File: src/rtl/student_fir_scheduler.sv
// -----------------------------------------------------------------------------
// student_fir_scheduler
//
// Sequences a bank of NUM_UNITS FIR units that all filter the same sample.
// A rising edge on valid_strobe_in captures a sample and issues one start
// strobe to every unit. The scheduler then waits for each unit's done pulse,
// with a cycle-bounded timeout. Next it adds the unit results one per cycle
// into a wide signed accumulator. Finally it emits the sum, scaled by an
// arithmetic right shift and saturated to the sample width.
//
// Ports
//   clk_i, rst_ni        clock, asynchronous active-low reset
//   valid_strobe_in      new-sample strobe (rising edge is significant)
//   sample_in            input sample
//   clear_i              clears the sticky overrun/timeout flags
//   fir_valid_strobe_o   one-cycle start strobe to all units
//   fir_sample_o         sample handed to the units
//   fir_finished_i       per-unit one-cycle done pulses
//   fir_y_i              packed unit results, unit k at [k*W +: W]
//   sample_out           scaled, saturated sum (held until next result)
//   valid_strobe_out     one-cycle result strobe
//   busy_o               high while a computation is in flight
//   overrun_o            sticky: a sample edge arrived while busy
//   timeout_o            sticky: units failed to finish in time
// -----------------------------------------------------------------------------
`timescale 1ns/1ps

module student_fir_scheduler #(
  parameter int NUM_UNITS         = 4,
  parameter int DATA_SIZE         = 16,
  parameter int DATA_SIZE_FIR_OUT = 32,
  parameter int OUT_SHIFT         = 15,
  parameter int TIMEOUT           = 2048
) (
  input  logic                                   clk_i,
  input  logic                                   rst_ni,
  input  logic                                   valid_strobe_in,
  input  logic [DATA_SIZE-1:0]                   sample_in,
  input  logic                                   clear_i,
  output logic                                   fir_valid_strobe_o,
  output logic [DATA_SIZE-1:0]                   fir_sample_o,
  input  logic [NUM_UNITS-1:0]                   fir_finished_i,
  input  logic [NUM_UNITS*DATA_SIZE_FIR_OUT-1:0] fir_y_i,
  output logic [DATA_SIZE-1:0]                   sample_out,
  output logic                                   valid_strobe_out,
  output logic                                   busy_o,
  output logic                                   overrun_o,
  output logic                                   timeout_o
);

  localparam int IDX_W = (NUM_UNITS > 1) ? $clog2(NUM_UNITS) : 1;
  // Growth of log2(units) plus one guard bit makes overflow impossible.
  localparam int ACC_W = DATA_SIZE_FIR_OUT + $clog2(NUM_UNITS) + 1;
  localparam int CNT_W = $clog2(TIMEOUT + 1);

  localparam logic [IDX_W-1:0] IDX_LAST = IDX_W'(NUM_UNITS - 1);
  localparam logic [CNT_W-1:0] CNT_LAST = CNT_W'(TIMEOUT - 1);

  localparam logic [DATA_SIZE-1:0] OUT_MAX = {1'b0, {(DATA_SIZE-1){1'b1}}};
  localparam logic [DATA_SIZE-1:0] OUT_MIN = {1'b1, {(DATA_SIZE-1){1'b0}}};
  localparam logic signed [ACC_W-1:0] SAT_MAX = ACC_W'($signed(OUT_MAX));
  localparam logic signed [ACC_W-1:0] SAT_MIN = ACC_W'($signed(OUT_MIN));

  typedef enum logic [2:0] {
    S_IDLE,
    S_START,
    S_WAIT,
    S_SUM,
    S_OUTPUT
  } state_t;

  state_t                    state_q;
  logic                      valid_prev_q;
  logic [NUM_UNITS-1:0]      done_q;
  logic [CNT_W-1:0]          wait_cnt_q;
  logic [IDX_W-1:0]          idx_q;
  logic signed [ACC_W-1:0]   acc_q;

  logic                      sample_edge;
  logic [NUM_UNITS-1:0]      done_next;
  logic                      all_done;
  logic                      wait_expired;
  logic signed [DATA_SIZE_FIR_OUT-1:0] unit_y;
  logic signed [ACC_W-1:0]   unit_ext;
  logic signed [ACC_W-1:0]   acc_shift;
  logic [DATA_SIZE-1:0]      sat_val;

  assign sample_edge  = valid_strobe_in & ~valid_prev_q;
  // Include this cycle's pulses so a unit finishing now is not missed.
  assign done_next    = done_q | fir_finished_i;
  assign all_done     = &done_next;
  assign wait_expired = (state_q == S_WAIT) && !all_done && (wait_cnt_q == CNT_LAST);

  assign unit_y    = fir_y_i[int'(idx_q)*DATA_SIZE_FIR_OUT +: DATA_SIZE_FIR_OUT];
  assign unit_ext  = ACC_W'(unit_y);
  assign acc_shift = acc_q >>> OUT_SHIFT;

  // NOTE: every always_comb output gets a default first so no path can
  // leave it unassigned and infer a latch.
  always_comb begin
    sat_val = acc_shift[DATA_SIZE-1:0];
    if (acc_shift > SAT_MAX) begin
      sat_val = OUT_MAX;
    end else if (acc_shift < SAT_MIN) begin
      sat_val = OUT_MIN;
    end
  end

  // NOTE: all state here, including the accumulator and mask, is small
  // register state, so every bit is cleared by the asynchronous reset;
  // sequential assignments are non-blocking so each register samples
  // pre-edge values regardless of statement order.
  always_ff @(posedge clk_i or negedge rst_ni) begin
    if (!rst_ni) begin
      state_q            <= S_IDLE;
      valid_prev_q       <= 1'b0;
      done_q             <= '0;
      wait_cnt_q         <= '0;
      idx_q              <= '0;
      acc_q              <= '0;
      fir_valid_strobe_o <= 1'b0;
      fir_sample_o       <= '0;
      sample_out         <= '0;
      valid_strobe_out   <= 1'b0;
      busy_o             <= 1'b0;
      overrun_o          <= 1'b0;
      timeout_o          <= 1'b0;
    end else begin
      valid_prev_q       <= valid_strobe_in;
      fir_valid_strobe_o <= 1'b0;
      valid_strobe_out   <= 1'b0;

      // Sticky flags: a set in the same cycle as a clear wins.
      if (sample_edge && (state_q != S_IDLE)) begin
        overrun_o <= 1'b1;
      end else if (clear_i) begin
        overrun_o <= 1'b0;
      end

      if (wait_expired) begin
        timeout_o <= 1'b1;
      end else if (clear_i) begin
        timeout_o <= 1'b0;
      end

      case (state_q)
        S_IDLE: begin
          if (sample_edge) begin
            fir_sample_o       <= sample_in;
            done_q             <= '0;
            acc_q              <= '0;
            wait_cnt_q         <= '0;
            idx_q              <= '0;
            fir_valid_strobe_o <= 1'b1;
            busy_o             <= 1'b1;
            state_q            <= S_START;
          end
        end

        S_START: begin
          done_q  <= done_next;
          state_q <= S_WAIT;
        end

        S_WAIT: begin
          done_q <= done_next;
          if (all_done || (wait_cnt_q == CNT_LAST)) begin
            idx_q   <= '0;
            state_q <= S_SUM;
          end else begin
            wait_cnt_q <= wait_cnt_q + 1'b1;
          end
        end

        S_SUM: begin
          acc_q <= acc_q + unit_ext;
          if (idx_q == IDX_LAST) begin
            state_q <= S_OUTPUT;
          end else begin
            idx_q <= idx_q + 1'b1;
          end
        end

        S_OUTPUT: begin
          sample_out       <= sat_val;
          valid_strobe_out <= 1'b1;
          busy_o           <= 1'b0;
          state_q          <= S_IDLE;
        end

        default: begin
          busy_o  <= 1'b0;
          state_q <= S_IDLE;
        end
      endcase
    end
  end

endmodule

File: config.mk
export PLATFORM = sky130hd
export DESIGN_NAME = student_fir_scheduler
export DESIGN_NICKNAME = d
export VERILOG_FILES = /design/src/rtl/student_fir_scheduler.sv
export SDC_FILE = /design/constraint.sdc
export NUM_CORES = 1
export LEC_CHECK = 0
export CAP_MARGIN = 20
export CORE_ASPECT_RATIO = 1.2
export CORE_MARGIN = 4
export CORE_UTILIZATION = 28
export DETAILED_ROUTE_END_ITERATION = 10
export GPL_ROUTABILITY_DRIVEN = 0
export PLACE_DENSITY = 0.52
export RECOVER_POWER = 100
export REMOVE_ABC_BUFFERS = 1
export SLEW_MARGIN = 20
export SYNTH_ARGS = -nofsm -noshare
export SYNTH_HDL_FRONTEND = slang
export SYNTH_SLANG_ARGS = --single-unit
File: constraint.sdc
create_clock -name clk_i -period 4.8 [get_ports clk_i]
set_clock_uncertainty 0.15 [all_clocks]
set_input_delay 0.96 -clock clk_i [delete_from_list [all_inputs] [get_ports clk_i]]
set_output_delay 0.96 -clock clk_i [all_outputs]
set_load 0.02 [all_outputs]
# Yosys cells after proc, flatten, opt, wreduce, memory -nomap -nowiden

Index checks and enable logic that the tools add are counted.
W data, S select, Z words.

Register bits after elaboration: 94
Output and inout port bits: 37
Logic and storage cells: 82

$add $sub $neg: 3
$lt $le $gt $ge: 2
Eq/ne operators: 11
Shift-type cells: 1
Muxes and demuxes: 25
Bitwise operators: 4
Reduce and logical (&&, ||, !) cells: 23

Operators with widths:

| operator                | count |
|---|---|
| $shiftx A128 B8 Y32     | 1 |
| $pmux W35 S2            | 1 |
| $add A35 B32 Y35        | 1 |
| $mux W35                | 1 |
| $mux W16                | 2 |
| $mux W12                | 2 |
| $pmux W12 S2            | 1 |
| $gt A20 B16 Y1 const B  | 1 |
| $lt A20 B16 Y1 const B  | 1 |
| $add A12 B1 Y12 const B | 1 |
| $eq A12 B11 Y1 const B  | 1 |
| $pmux W3 S4             | 1 |
| $reduce_bool A2 Y1      | 5 |
| $mux W3                 | 3 |
| $ne A2 B2 Y1 const B    | 4 |
| $pmux W4 S2             | 1 |
| $reduce_and A2 Y1       | 4 |
| $reduce_and A4 Y1       | 2 |
| $mux W1                 | 7 |
| $eq A3 B2 Y1 const B    | 2 |
| $mux W2                 | 3 |
| $pmux W2 S3             | 1 |
| $reduce_and A3 Y1       | 2 |
| $reduce_bool A3 Y1      | 2 |
| other kinds (16)        | 19 |

# Logic depth before layout (Yosys ltp)

Gate-level depths: netlist of run 1.

Depth in word-level cells: 6
Mapped depth: 13
Gate-level depth less buffers: 11

# Least setup slack after synthesis of run 1

No wires, ideal clock.

Kind: register to register
Start: register idx_q[0]
End: register acc_q[25]
Library setup time: 0.132 ns
Data arrival time: 3.835 ns
Slack: 0.683 ns
Cell stages (with the launch flop): 13
Clock period less this slack: 4.117 ns
Cell sequence: dfrtp_1 -> clkbuf_1 -> buf_1 -> mux4_2 -> ha_1 -> a21o_1 -> a21o_1 -> a2111o_1 -> o21ba_1 -> a221o_1 -> a21bo_1 -> xnor2_1 -> o21ai_1

Longest elaborated chain between the ends: 3

Ends and longest elaborated chain:

| item                   | RTL line | text |
|---|---|---|
| start, declared        | 76       | `logic [IDX_W-1:0] idx_q;` |
| start signal, assigned | 180      | `idx_q <= idx_q + 1'b1;` |
| $shiftx A128 B8 Y32    | 94       | `assign unit_y = fir_y_i[int'(idx_q)*DATA_SIZE_FIR_OUT +: DATA_SIZE_FIR_OUT];` |
| $add A35 B32 Y35       | 176      | `acc_q <= acc_q + unit_ext;` |
| $pmux W35 S2           | 146      | `case (state_q)` |
| end signal, assigned   | 176      |  |
| end, declared          | 77       | `logic signed [ACC_W-1:0] acc_q;` |

Every way passes these cells.
A chain may end at the register's enable or synchronous reset.

# Final worst setup path of run 1

Start: input port fir_y_i[96]
End: register acc_q[34]

Longest elaborated chain between the ends: 3

Ends and longest elaborated chain:

| item                | RTL line | text |
|---|---|---|
| start, declared     | 43       | `input logic [NUM_UNITS*DATA_SIZE_FIR_OUT-1:0] fir_y_i,` |
| $shiftx A128 B8 Y32 | 94       |  |
| $add A35 B32 Y35    | 176      |  |
| $pmux W35 S2        | 146      |  |

Every way passes these cells.

==> summary.txt, run 1 <==
Power
  • Combinational cell fraction of total power: 66.3%
  • Pwr/cell area: 714 nW/µm²
  • Switching power total: 2.92 mW
  • Worst-case vdd ir drop: 246 µV
  • Cell-internal power: 3.41 mW
  • Clk pwr share: 11.7%
  • Sequential share of power: 22.0%
  • Switching share of total power: 46.2%
  • Total design power: 6.33 mW
  • Static leakage power: 3.94 nW

STA
  • Minimum clock period after layout: 4.27 ns
  • Final number of setup-violating endpoints: 0
  • Number of pins with negative max-slew slack in the final report: 133
  • Number of hold violations in the final report: 0
  • Setup Total Neg Slack: 0 ns
  • Timing-limited maximum frequency: 234 MHz
  • Actual transition at the worst max-transition pin: 1.78 ns
  • Slew headroom: -18.8%
  • RSZ-0062 raised after global routing: no
  • Final worst-path cycle share: 89.0%

CTS
  • CTS tree: yes
  • Setup Fix Bufs, Post-CTS: 0
  • Clock Tree Root: sky130_fd_sc_hd__clkbuf_16
  • Sink Count: 94
  • Bufs on Longest Clock Path: 2
  • Hold-fix buffers, CTS: 0
  • Insertion delay of the later-clocked pin in the worst-skew pair: 0.35 ns
  • H-tree lvl count: 3
  • Clock-pin slew on the worst setup and hold paths: 0.06 ns
  • Cells resized by post-CTS repair: 0
  • Number of buffers added by the clock tree synthesis step: 9

Route
  • Via/cell ratio: 5.01
  • Total wire length after detailed routing: 18.4 mm
  • Total vias in the final route: 5,803
  • Number of DRC violations after detailed routing: 0
  • DRC marker count from the first detailed-route iteration: 229
  • Number of optimization iterations in the first detailed-route pass: 4
  • Post-detailed-route wirelength per cell: 15.9 µm
  • Remaining antenna violation count: 0

Critical path
  • Worst setup EP type: flop
  • Kind of start point of the critical path: input pin
  • Biggest fanout along the worst timing path: 3
  • Worst path depth: 12
  • Critical Path AT: 4.40 ns
  • Worst path max stage delay: 0.47 ns
  • Critical path buffer and inverter count: 1
  • Slowest-stage cell, CP: sky130_fd_sc_hd__mux4_2
  • Start-to-end type of the worst setup path: in -> reg
  • Start point of the critical path: fir_y_i[96]
  • Kind of cell adding the most delay to the critical path: compound AO/OA/AOI/OAI gates
  • Worst Reg-to-Reg Cells: 11
  • Reg-to-reg critical path startpoint: idx_q[1]
  • Critical Path, Cell by Cell: clkdlybuf4s50_1 -> mux4_2 -> ha_1 -> fa_1 -> a21oi_1 -> o211ai_1 -> a2111oi_0 -> nor2_1 -> a31oi_1 -> a2111oi_0 -> a211oi_1 -> mux2i_1
  • End point of the critical path: acc_q[34]
  • Required time of the critical path: 4.92 ns
  • Endpoint of the lowest-slack register-to-register path: acc_q[34]
  • Most numerous cell on the critical path: sky130_fd_sc_hd__a2111oi_0
  • Setup slack on the worst flop-to-flop path: 0.83 ns

Logic synthesis
  • Count of warnings emitted by yosys: 0
  • Most common flop cell mapped by yosys: sky130_fd_sc_hd__dfrtp_1
  • Fraction of the yosys area taken by sequential cells: 36.6%
  • Post-synth EDFFs: 0
  • Async set-reset flop share out of synthesis: 100%
  • Number of distinct library cell variants in the gate-level netlist after synthesis: 53
  • Share of synthesized area spent on multiplexers: 12.0%
  • Post-synthesis share of cell area spent on xor and xnor gates: 4.91%
  • Post-synth design cell area: 6420 µm²
  • Synthesized-area fraction occupied by and/or/nand/nor cells: 18.3%
  • Post-synthesis adder-cell area fraction: 7.32%
  • Number of instances in the synthesized netlist: 707
  • Synth Register Bits: 94
  • Post-Syn Area per Cell: 9.09 µm²
  • Synthesized-area fraction occupied by ao, oa, aoi and oai cells: 17.4%
  • Main combinational cell family by area after synthesis: simple AND/OR/NAND/NOR gates

GRT
  • Largest net degree at the start of global routing: 68
  • Number of global-route vias before repair: 5,993
  • Overall global routing resource usage: 14.3%
  • Antenna violations before repair: 0
  • Global-route wire length before repair: 29.8 mm
  • Total overflow reported by the global router: 0

Floorplanning
  • Floorplan core area: 22,500 µm²
  • Initial Util: 28.5%
  • # IOs: 189
  • Area of the die: 25,400 µm²
  • Overall die height: 174 µm
  • Number of placement rows: 60
  • Horiz. Die Dim: 146 µm

Layout
  • Antenna diode instance count: 0
  • Share of final-layout standard cells stronger than drive strength 1: 6.94%
  • Net count reported at finish: 1,063
  • Count of fill cells added during filler insertion: 2,285
  • Area growth from synthesis to layout: 38.1%

Outcome
  • Violated checks: max-capacitance violations, max-slew violations
  • Run status: finished with violations

Job
  • Max Cap Viol: 3

Placement
  • DP Wirelength: 13.9 mm
  • Number of buffers added on ports: 188

Worst hold path
  • Hold Path Class: reg -> reg
==> synth_stat cells, types with 15 or more instances <==
cell / n / area share, %
sky130_fd_sc_hd__ha_1: 36 / 7.0
sky130_fd_sc_hd__a21o_1: 26 / 3.0
sky130_fd_sc_hd__nand4_1: 15 / 1.5
sky130_fd_sc_hd__a21oi_1: 43 / 3.4
sky130_fd_sc_hd__xor2_1: 21 / 2.9
sky130_fd_sc_hd__o21ai_1: 22 / 1.7
sky130_fd_sc_hd__nand2_1: 120 / 7.0
sky130_fd_sc_hd__nand3_1: 36 / 2.8
sky130_fd_sc_hd__mux4_2: 32 / 11
sky130_fd_sc_hd__dfrtp_1: 94 / 37
sky130_fd_sc_hd__xnor2_1: 15 / 2.0
sky130_fd_sc_hd__o21ai_0: 47 / 3.7
sky130_fd_sc_hd__inv_1: 16 / 0.93
sky130_fd_sc_hd__nor2_1: 43 / 2.5
sky130_fd_sc_hd__clkbuf_1: 35 / 2.0
==> worst min path at each step <==
stage / startpoint / slack, ns / cells after the start / endpoint
after floorplan: done_q[0] / 0.31 / 2 / done_q[0]
after global placement: sample_out[14] / 0.30 / 2 / sample_out[14]
after detailed placement: sample_out[9] / 0.31 / 2 / sample_out[9]
after CTS: sample_out[9] / 0.32 / 2 / sample_out[9]
after global routing: fir_sample_o[2] / 0.34 / 2 / fir_sample_o[2]
final: sample_out[14] / 0.31 / 2 / sample_out[14]
==> flip-flops by register name (all words and copies together), names as in the netlist <==
| signal | count |
|---|---|
| wait_cnt_q | 12 |
| done_q | 4 |
| fir_valid_strobe_o | 1 |
| sample_out | 16 |
| valid_prev_q | 1 |
| overrun_o | 1 |
| fir_sample_o | 16 |
| acc_q | 35 |
| timeout_o | 1 |
| idx_q | 2 |
| state_q | 3 |
| valid_strobe_out | 1 |
| busy_o | 1 |
==> final cells by class <==
| class | instances | area, µm² | share of cell area [%] |
|---|---|---|---|
| clock inverters | 5 | 57.6 | 0.649 |
| clock buffers | 11 | 243 | 2.74 |
| multi-input cells | 554 | 3850 | 43.4 |
| well taps | 279 | 349 | 3.94 |
| inverters | 17 | 63.8 | 0.720 |
| flip-flops and latches | 94 | 2350 | 26.5 |
| repair buffers | 198 | 1950 | 22.0 |
==> layout by cell type (no fill, tap or decap), types with 26 or more instances in the layout <==
cell type	n
sky130_fd_sc_hd__clkdlybuf4s50_1	147
sky130_fd_sc_hd__nor2_1	43
sky130_fd_sc_hd__a21o_1	26
sky130_fd_sc_hd__a21oi_1	43
sky130_fd_sc_hd__dlygate4sd3_1	40
sky130_fd_sc_hd__mux4_2	32
sky130_fd_sc_hd__nand3_1	36
sky130_fd_sc_hd__nand2_1	120
sky130_fd_sc_hd__ha_1	36
sky130_fd_sc_hd__dfrtp_1	93
sky130_fd_sc_hd__o21ai_0	58
==> worst register-to-register path, delay by kind of cell (launching register included) <==
family                     cells  cell delay (ns)
AOI/OAI and AO/OA              6             1.51
muxes                          2             0.59
buffers and inverters          1             0.42
DFF                            1             0.74
and+or+nand+nor                1             0.10
adders and majority gates      1             0.39
==> kinds of logic after synthesis <==
logic type / count (synthesis)
AOI/OAI and AO/OA: 183
xor gates and xnor gates: 36
and+or+nand+nor: 261
buffers and inverters: 59
DFF: 94
adders and majority gates: 37
muxes: 37
==> stage by stage <==
step | cell area (µm²) | util [%] | hold WS (ns) | instances | setup slack (ns)
2_1_floorplan | 6270 | - | 0.313 | 665 | 0.235
3_3_place_gp | 8580 | 38.1 | 0.301 | 1141 | 0.222
3_5_place_dp | 8580 | 38.1 | 0.306 | 1141 | 0.195
4_1_cts | 8880 | 39.4 | 0.321 | 1157 | 0.541
5_1_grt | 8870 | 39.4 | 0.338 | 1158 | 0.257
6_report | 8870 | 39.4 | 0.308 | 1158 | 0.526
==> layer usage <==
layer	global-route usage (%)	up-vias	part of all wire (%)
met5	0	-	0
met4	4.04	0	1.4
met3	2.32	14	4.5
met2	25.6	143	50
met1	17.9	2745	44
li1	-	2901	-
==> power groups by stage <==
stage          clock network [mW]  registers, mW  logic [mW]
2_1_floorplan                   0           1.55        2.89
3_3_place_gp                    0           1.41        4.28
3_5_place_dp                    0           1.42        4.29
6_report                    0.742           1.39        4.19
4_1_cts                     0.772           1.41        4.30
5_1_grt                     0.799           1.45        4.69
Note: power is estimated with default switching activity, not from simulation.
==> run 2: changes to the inputs <==
--- a/config.mk
+++ b/config.mk
@@ -11,7 +11,8 @@
 export CORE_UTILIZATION = 28
 export DETAILED_ROUTE_END_ITERATION = 10
 export GPL_ROUTABILITY_DRIVEN = 0
-export PLACE_DENSITY = 0.52
+export GPL_TIMING_DRIVEN = 0
+export PLACE_DENSITY = 0.61
 export RECOVER_POWER = 100
 export REMOVE_ABC_BUFFERS = 1
 export SLEW_MARGIN = 20
==> constraint.sdc (replaced) <==
create_clock -name clk_i -period 4.4 [get_ports clk_i]
set_clock_uncertainty 0.15 [all_clocks]
set_input_delay 0.88 -clock clk_i [delete_from_list [all_inputs] [get_ports clk_i]]
set_output_delay 0.88 -clock clk_i [all_outputs]
set_load 0.02 [all_outputs]
==> run 2 against run 1 <==
Effect of this change: highest routed layer unchanged; combinational power rose by 7.9%; worst setup slack got worse by 0.26 ns; sequential cell count did not move; hold slack improved by 0.0033 ns; largest power group unchanged; the run still ends with max-capacitance violations, max-slew violations left; sequential share of layout area rose by 0.11 points; sequential power rose by 9%; critical endpoint unchanged.
==> summary.txt, run 2 (synthesized netlist as in run 1, its figures left out) <==
Route
  • Number of DRC violations after detailed routing: 0 (unchanged)
  • Total wire length after detailed routing: 17.7 mm (was 18.4 mm)
  • Post-detailed-route wirelength per cell: 15.4 µm (was 15.9 µm)
  • DRC marker count from the first detailed-route iteration: 264 (was 229)
  • Number of optimization iterations in the first detailed-route pass: 4 (unchanged)
  • Remaining antenna violation count: 0 (unchanged)
  • Total vias in the final route: 5,735 (was 5,803)
  • Via/cell ratio: 4.98 (was 5.01)

Power
  • Static leakage power: 3.91 nW (was 3.94 nW)
  • Pwr/cell area: 771 nW/µm² (was 714 nW/µm²)
  • Worst-case vdd ir drop: 265 µV (was 246 µV)

Placement
  • DP Wirelength: 13.5 mm (was 13.9 mm)
  • Count of placed standard cells including taps: 1,135 (was 1,141)
  • Number of buffers added on ports: 188 (unchanged)

Layout
  • Final cell count without fillers: 1,151 (was 1,158)
  • Share of final-layout standard cells stronger than drive strength 1: 6.88% (was 6.94%)
  • Area growth from synthesis to layout: 37.7% (was 38.1%)
  • Antenna diode instance count: 0 (unchanged)
  • Most used cells in the layout excluding fill and tap cells: sky130_fd_sc_hd__clkdlybuf4s50_1 (147), sky130_fd_sc_hd__nand2_1 (120), sky130_fd_sc_hd__dfrtp_1 (92), sky130_fd_sc_hd__o21ai_0 (58) (was sky130_fd_sc_hd__clkdlybuf4s50_1 (147), sky130_fd_sc_hd__nand2_1 (120), sky130_fd_sc_hd__dfrtp_1 (93), sky130_fd_sc_hd__o21ai_0 (58))
  • Net count reported at finish: 1,056 (was 1,063)
  • Max FFs per register: 35 (unchanged)
  • Util after Layout: 39.3% (was 39.4%)
  • Commonest non-fill, non-tap cell in the layout: sky130_fd_sc_hd__clkdlybuf4s50_1 (unchanged)
  • Count of fill cells added during filler insertion: 2,297 (was 2,285)
  • Registers with the most flip-flops: acc_q (35), fir_sample_o (16), sample_out (16) (unchanged)
  • Reg with most FFs: acc_q (unchanged)

Critical path
  • Kind of start point of the critical path: input pin (unchanged)
  • Worst setup EP type: flop (unchanged)
  • Reg-to-reg critical path startpoint: idx_q[0] (was idx_q[1])
  • Required time of the critical path: 4.52 ns (was 4.92 ns)
  • Kind of cell adding the most delay to the critical path: compound AO/OA/AOI/OAI gates (unchanged)
  • Critical Path, Cell by Cell: clkdlybuf4s50_1 -> mux4_2 -> ha_1 -> fa_1 -> a21oi_1 -> o211ai_1 -> a2111oi_1 -> nor2_1 -> a31oi_2 -> a2111oi_0 -> a211oi_1 -> mux2i_1 (was clkdlybuf4s50_1 -> mux4_2 -> ha_1 -> fa_1 -> a21oi_1 -> o211ai_1 -> a2111oi_0 -> nor2_1 -> a31oi_1 -> a2111oi_0 -> a211oi_1 -> mux2i_1)
  • Worst path max stage delay: 0.48 ns (was 0.47 ns)
  • Slowest-stage cell, CP: sky130_fd_sc_hd__mux4_2 (unchanged)
  • Worst path depth: 12 (unchanged)
  • Critical Path AT: 4.26 ns (was 4.40 ns)
  • Start point of the critical path: fir_y_i[96] (unchanged)
  • Biggest fanout along the worst timing path: 3 (unchanged)
  • Start-to-end type of the worst setup path: in -> reg (unchanged)
  • Critical path buffer and inverter count: 1 (unchanged)
  • Worst Reg-to-Reg Cells: 11 (unchanged)

Floorplanning
  • Initial Util: 28.5% (unchanged)
  • Area of the die: 25,400 µm² (unchanged)
  • Number of placement rows: 60 (unchanged)
  • # IOs: 189 (unchanged)
  • Horiz. Die Dim: 146 µm (unchanged)
  • Overall die height: 174 µm (unchanged)
  • Floorplan core area: 22,500 µm² (unchanged)

STA
  • Timing-limited maximum frequency: 242 MHz
  • Number of hold violations in the final report: 0 (unchanged)
  • RSZ-0062 raised after global routing: no (unchanged)
  • Final worst-path cycle share: 94.1%
  • Number of pins with negative max-slew slack in the final report: 73 (was 133)
  • Slew headroom: -24.0% (was -18.8%)
  • Actual transition at the worst max-transition pin: 1.86 ns (was 1.78 ns)
  • Setup Total Neg Slack: 0 ns (unchanged)
  • Minimum clock period after layout: 4.14 ns
  • Post-route worst hold slack: 0.311 ns (was 0.308 ns)
  • Final number of setup-violating endpoints: 0 (unchanged)

GRT
  • Largest net degree at the start of global routing: 73 (was 68)
  • Number of global-route vias before repair: 5,799 (was 5,993)
  • Global-route wire length before repair: 29.2 mm (was 29.8 mm)
  • Antenna violations before repair: 0 (unchanged)
  • Overall global routing resource usage: 14.0% (was 14.3%)
  • Total overflow reported by the global router: 0 (unchanged)

CTS
  • H-tree lvl count: 3 (unchanged)
  • Clock Tree Root: sky130_fd_sc_hd__clkbuf_16 (unchanged)
  • Number of buffers added by the clock tree synthesis step: 9 (unchanged)
  • Bufs on Longest Clock Path: 2 (unchanged)
  • CTS tree: yes (unchanged)
  • Insertion delay of the later-clocked pin in the worst-skew pair: 0.35 ns (about the same)
  • Sink Count: 94 (unchanged)
  • Hold-fix buffers, CTS: 0 (unchanged)
  • Clock-pin slew on the worst setup and hold paths: 0.07 ns (was 0.06 ns)

Worst hold path
  • Hold Path Class: reg -> reg (unchanged)
  • HP Start: sample_out[14] (unchanged)
  • Instance count along the most critical hold path: 2 (unchanged)

Job
  • Max Cap Viol: 1 (was 3)

Outcome
  • Run status: finished with violations (unchanged)
  • Violated checks: max-capacitance violations, max-slew violations (unchanged)
-- run 2: changes by cell type in the layout (fill, tap and decap cells not counted), sizes merged --
cell | before | now
clkbuf | 16 | 11
buf | 6 | 2
inv | 18 | 22
clkinv | 3 | 1
bufinv | 1 | 0
clkinvlp | 0 | 1
-- run 2: what timing repair did --
action	4_1_cts	5_1_grt
endpoints found under the setup margin	0	1
resized for setup	0	2
buffers inserted	0	0
-- run 2: worst paths after layout --
kind / endpoint / slack (ns)
max: acc_q[34] / 0.26
min: sample_out[14] / 0.31
max reg2reg: acc_q[34] / 0.51
min reg2reg: sample_out[14] / 0.31
max in group asynchronous: idx_q[0] / 0.85
min in group asynchronous: wait_cnt_q[9] / 0.61
-- run 2: final cells by class --
class | count | area, µm² | share of cell area, %
multi-input cells | 554 | 3860 | 43.6
clock buffers | 9 | 225 | 2.55
well taps | 279 | 349 | 3.95
flip-flops and latches | 94 | 2360 | 26.6
clock inverters | 7 | 62.6 | 0.707
repair buffers | 191 | 1930 | 21.8
inverters | 17 | 63.8 | 0.721
-- run 2: worst register-to-register path, cell delays in order (launching register included) --
cell and delay (ns):
sky130_fd_sc_hd__dfrtp_4 0.56, sky130_fd_sc_hd__buf_16 0.26, sky130_fd_sc_hd__mux4_2 0.59, sky130_fd_sc_hd__ha_1 0.40, sky130_fd_sc_hd__a2111oi_0 0.49, sky130_fd_sc_hd__o221ai_1 0.26, sky130_fd_sc_hd__nand3_1 0.11, sky130_fd_sc_hd__o21ai_0 0.10
sky130_fd_sc_hd__a31oi_2 0.23, sky130_fd_sc_hd__a2111oi_0 0.16, sky130_fd_sc_hd__a211oi_1 0.28, sky130_fd_sc_hd__mux2i_1 0.21
-- run 2: per-layer routing --
layer / share of wire [%] / global-route usage, % / up-vias
li1: - / - / 2893
met3: 4.8 / 2.56 / 13
met5: 0 / 0 / -
met1: 43 / 17.4 / 2683
met2: 51 / 24.7 / 146
met4: 1.3 / 4.12 / 0
-- run 2: power breakdown --
part	switching, mW	total [mW]	internal, mW
Clock	0.380	0.777	0.397
Combinational	2.51	4.52	2.01
Sequential	0.271	1.52	1.25
Total	3.16	6.82	3.66
-- run 2: through the flow --
step	setup WS [ns]	area [µm²]	power (mW)
finish	0.261	8850	6.82
floorplan	-0.165	6270	4.85
detailed placement	-0.230	8590	6.17
global route	0.0147	8850	7.55
global placement	-1.54	8500	6.07
CTS	0.107	8880	6.99
==> run 3: changes to the inputs <==
--- a/config.mk
+++ b/config.mk
@@ -11,7 +11,6 @@
 export CORE_UTILIZATION = 28
 export DETAILED_ROUTE_END_ITERATION = 10
 export GPL_ROUTABILITY_DRIVEN = 0
-export GPL_TIMING_DRIVEN = 0
 export PLACE_DENSITY = 0.61
 export RECOVER_POWER = 100
 export REMOVE_ABC_BUFFERS = 1
==> constraint.sdc (replaced) <==
create_clock -name clk_i -period 4.4 [get_ports clk_i]
set_clock_uncertainty 0.15 [all_clocks]
set_input_delay 0.88 -clock clk_i [delete_from_list [all_inputs] [get_ports clk_i]]
set_output_delay 0.88 -clock clk_i [all_outputs]
set_load 0.05 [all_outputs]
==> run 3 against run 2 <==
Effect of this change: the run still ends with max-capacitance violations, max-slew violations left; final cell count is 1.7% higher; final area is 1.4% higher; combinational power is 9.7% higher; total power is 6.9% higher.
==> summary.txt, run 3 (synthesized netlist as in run 1, its figures left out) <==
Outcome
  • Run status: finished with violations (unchanged)
  • Violated checks: max-capacitance violations, max-slew violations (unchanged)

Critical path
  • Start point of the critical path: fir_y_i[96] (unchanged)
  • Worst path max stage delay: 0.47 ns (was 0.48 ns)
  • Reg-to-reg critical path startpoint: idx_q[1] (was idx_q[0])
  • Worst setup EP type: flop (unchanged)
  • Critical Path AT: 4.22 ns (was 4.26 ns)
  • Kind of cell adding the most delay to the critical path: compound AO/OA/AOI/OAI gates (unchanged)
  • Slowest-stage cell, CP: sky130_fd_sc_hd__mux4_2 (unchanged)
  • Kind of start point of the critical path: input pin (unchanged)
  • Critical Path, Cell by Cell: clkdlybuf4s50_1 -> mux4_2 -> ha_1 -> fa_1 -> a21oi_1 -> o211ai_1 -> a2111oi_0 -> nor2_1 -> a31oi_1 -> buf_4 -> a21oi_1 -> o21a_1 -> o31ai_1 (was clkdlybuf4s50_1 -> mux4_2 -> ha_1 -> fa_1 -> a21oi_1 -> o211ai_1 -> a2111oi_1 -> nor2_1 -> a31oi_2 -> a2111oi_0 -> a211oi_1 -> mux2i_1)
  • Critical path buffer and inverter count: 2 (was 1)
  • Required time of the critical path: 4.51 ns (was 4.52 ns)
  • Start-to-end type of the worst setup path: in -> reg (unchanged)
  • Most numerous cell on the critical path: sky130_fd_sc_hd__a21oi_1
  • Biggest fanout along the worst timing path: 3 (unchanged)

GRT
  • Global-route wire length before repair: 30.3 mm (was 29.2 mm)
  • Number of global-route vias before repair: 6,129 (was 5,799)
  • Total overflow reported by the global router: 0 (unchanged)
  • Largest net degree at the start of global routing: 67 (was 73)
  • Overall global routing resource usage: 14.6% (was 14.0%)
  • Antenna violations before repair: 0 (unchanged)

CTS
  • H-tree lvl count: 3 (unchanged)
  • Cells resized by post-CTS repair: 0 (unchanged)
  • Clock-pin slew on the worst setup and hold paths: 0.07 ns (about the same)
  • Clock Tree Root: sky130_fd_sc_hd__clkbuf_16 (unchanged)
  • Sink Count: 94 (unchanged)
  • Hold-fix buffers, CTS: 0 (unchanged)
  • CTS tree: yes (unchanged)
  • Number of buffers added by the clock tree synthesis step: 9 (unchanged)
  • Insertion delay of the later-clocked pin in the worst-skew pair: 0.35 ns (about the same)
  • Setup Fix Bufs, Post-CTS: 0 (unchanged)
  • Bufs on Longest Clock Path: 2 (unchanged)

Route
  • Total vias in the final route: 5,871 (was 5,735)
  • DRC marker count from the first detailed-route iteration: 208 (was 264)
  • Total wire length after detailed routing: 18.6 mm (was 17.7 mm)
  • Via/cell ratio: 5.02 (was 4.98)
  • Remaining antenna violation count: 0 (unchanged)
  • Post-detailed-route wirelength per cell: 15.9 µm (was 15.4 µm)
  • Number of DRC violations after detailed routing: 0 (unchanged)
  • Number of optimization iterations in the first detailed-route pass: 4 (unchanged)

STA
  • Number of hold violations in the final report: 0 (unchanged)
  • Timing-limited maximum frequency: 243 MHz (was 242 MHz)
  • RSZ-0062 raised after global routing: no (unchanged)
  • Final number of setup-violating endpoints: 0 (unchanged)
  • Slew headroom: -13.0% (was -24.0%)
  • Number of pins with negative max-slew slack in the final report: 103 (was 73)
  • Post-route worst hold slack: 0.310 ns (was 0.311 ns)
  • Minimum clock period after layout: 4.11 ns (was 4.14 ns)
  • Final worst-path cycle share: 93.5% (was 94.1%)
  • Actual transition at the worst max-transition pin: 1.70 ns (was 1.86 ns)
  • Setup Total Neg Slack: 0 ns (unchanged)

Job
  • Max Cap Viol: 2 (was 1)

Floorplanning
  • Area of the die: 25,400 µm² (unchanged)
  • Floorplan core area: 22,500 µm² (unchanged)
  • Initial Util: 28.5% (unchanged)
  • Horiz. Die Dim: 146 µm (unchanged)
  • Overall die height: 174 µm (unchanged)
  • # IOs: 189 (unchanged)
  • Number of placement rows: 60 (unchanged)

Layout
  • Antenna diode instance count: 0 (unchanged)
  • Share of final-layout standard cells stronger than drive strength 1: 8.19% (was 6.88%)
  • Net count reported at finish: 1,075 (was 1,056)
  • Registers with the most flip-flops: acc_q (35), fir_sample_o (16), sample_out (16) (unchanged)
  • Reg with most FFs: acc_q (unchanged)
  • Max FFs per register: 35 (unchanged)
  • Commonest non-fill, non-tap cell in the layout: sky130_fd_sc_hd__clkdlybuf4s50_1 (unchanged)
  • Util after Layout: 39.8% (was 39.3%)
  • Area growth from synthesis to layout: 39.6% (was 37.7%)
  • Most used cells in the layout excluding fill and tap cells: sky130_fd_sc_hd__clkdlybuf4s50_1 (146), sky130_fd_sc_hd__nand2_1 (120), sky130_fd_sc_hd__dfrtp_1 (92), sky130_fd_sc_hd__o21ai_0 (58), sky130_fd_sc_hd__a21oi_1 (43) (was sky130_fd_sc_hd__clkdlybuf4s50_1 (147), sky130_fd_sc_hd__nand2_1 (120), sky130_fd_sc_hd__dfrtp_1 (92), sky130_fd_sc_hd__o21ai_0 (58))

Placement
  • DP Wirelength: 14.0 mm (was 13.5 mm)
  • Number of buffers added on ports: 188 (unchanged)

Power
  • Total design power: 7.29 mW (was 6.82 mW)
  • Pwr/cell area: 812 nW/µm² (was 771 nW/µm²)
  • Static leakage power: 3.98 nW (was 3.91 nW)
  • Worst-case vdd ir drop: 252 µV (was 265 µV)

Worst hold path
  • Hold Path Class: reg -> reg (unchanged)
  • HP Start: sample_out[7] (was sample_out[14])
## run 3: changes by cell type in the layout (fill, tap and decap cells not counted), sizes merged, moves of 2 or more
cell and delta:
inv -5, clkbuf +8, buf +13, clkinv +2
## run 3: worst reg2reg max path: cells and delay by family (launching register included)
family,cells,cell delay (ns)
muxes,1,0.37
DFF,1,0.60
AOI/OAI and AO/OA,7,1.53
and+or+nand+nor,1,0.16
adders and majority gates,2,0.65
buffers and inverters,1,0.15
## run 3: layout make-up
cell class,instances,area (µm²)
flip-flops and latches,94,2350
inverters,17,63.8
clock inverters,5,60.1
multi-input cells,554,3850
clock buffers,11,243
well taps,279,349
fillers,2296,13600
repair buffers,210,2040
## run 3: report_power, final
part / internal, mW / leakage [nW] / total [mW] / switching, mW
logic: 2.11 / 2.66 / 4.96 / 2.86
registers: 1.25 / 1.18 / 1.51 / 0.263
clock network: 0.458 / 0.146 / 0.815 / 0.357
total: 3.81 / 3.98 / 7.29 / 3.48
## run 3: final timing paths
check,end,slack [ns],depth (start not counted)
max,acc_q[30],0.29,13
min,sample_out[7],0.31,2
max reg2reg,acc_q[30],0.70,12
min reg2reg,sample_out[7],0.31,2
max in group asynchronous,acc_q[14],1.62,2
min in group asynchronous,wait_cnt_q[3],0.82,1
## run 3: metal layers
layer	global-route usage [%]	vias to the layer above	share of wire (%)
li1	-	2923	-
met2	26.2	143	50
met3	2.35	23	4.7
met4	5.33	0	2.1
met1	17.6	2782	43
met5	0	-	0
## run 3: metrics by stage
step	cell area, µm²	cells	worst slack [ns]
floorplan	6270	665	-0.165
global placement	8690	1154	-0.0155
detailed placement	8690	1154	-0.0890
CTS	8990	1170	0.259
global route	8970	1170	0.00587
finish	8970	1170	0.286
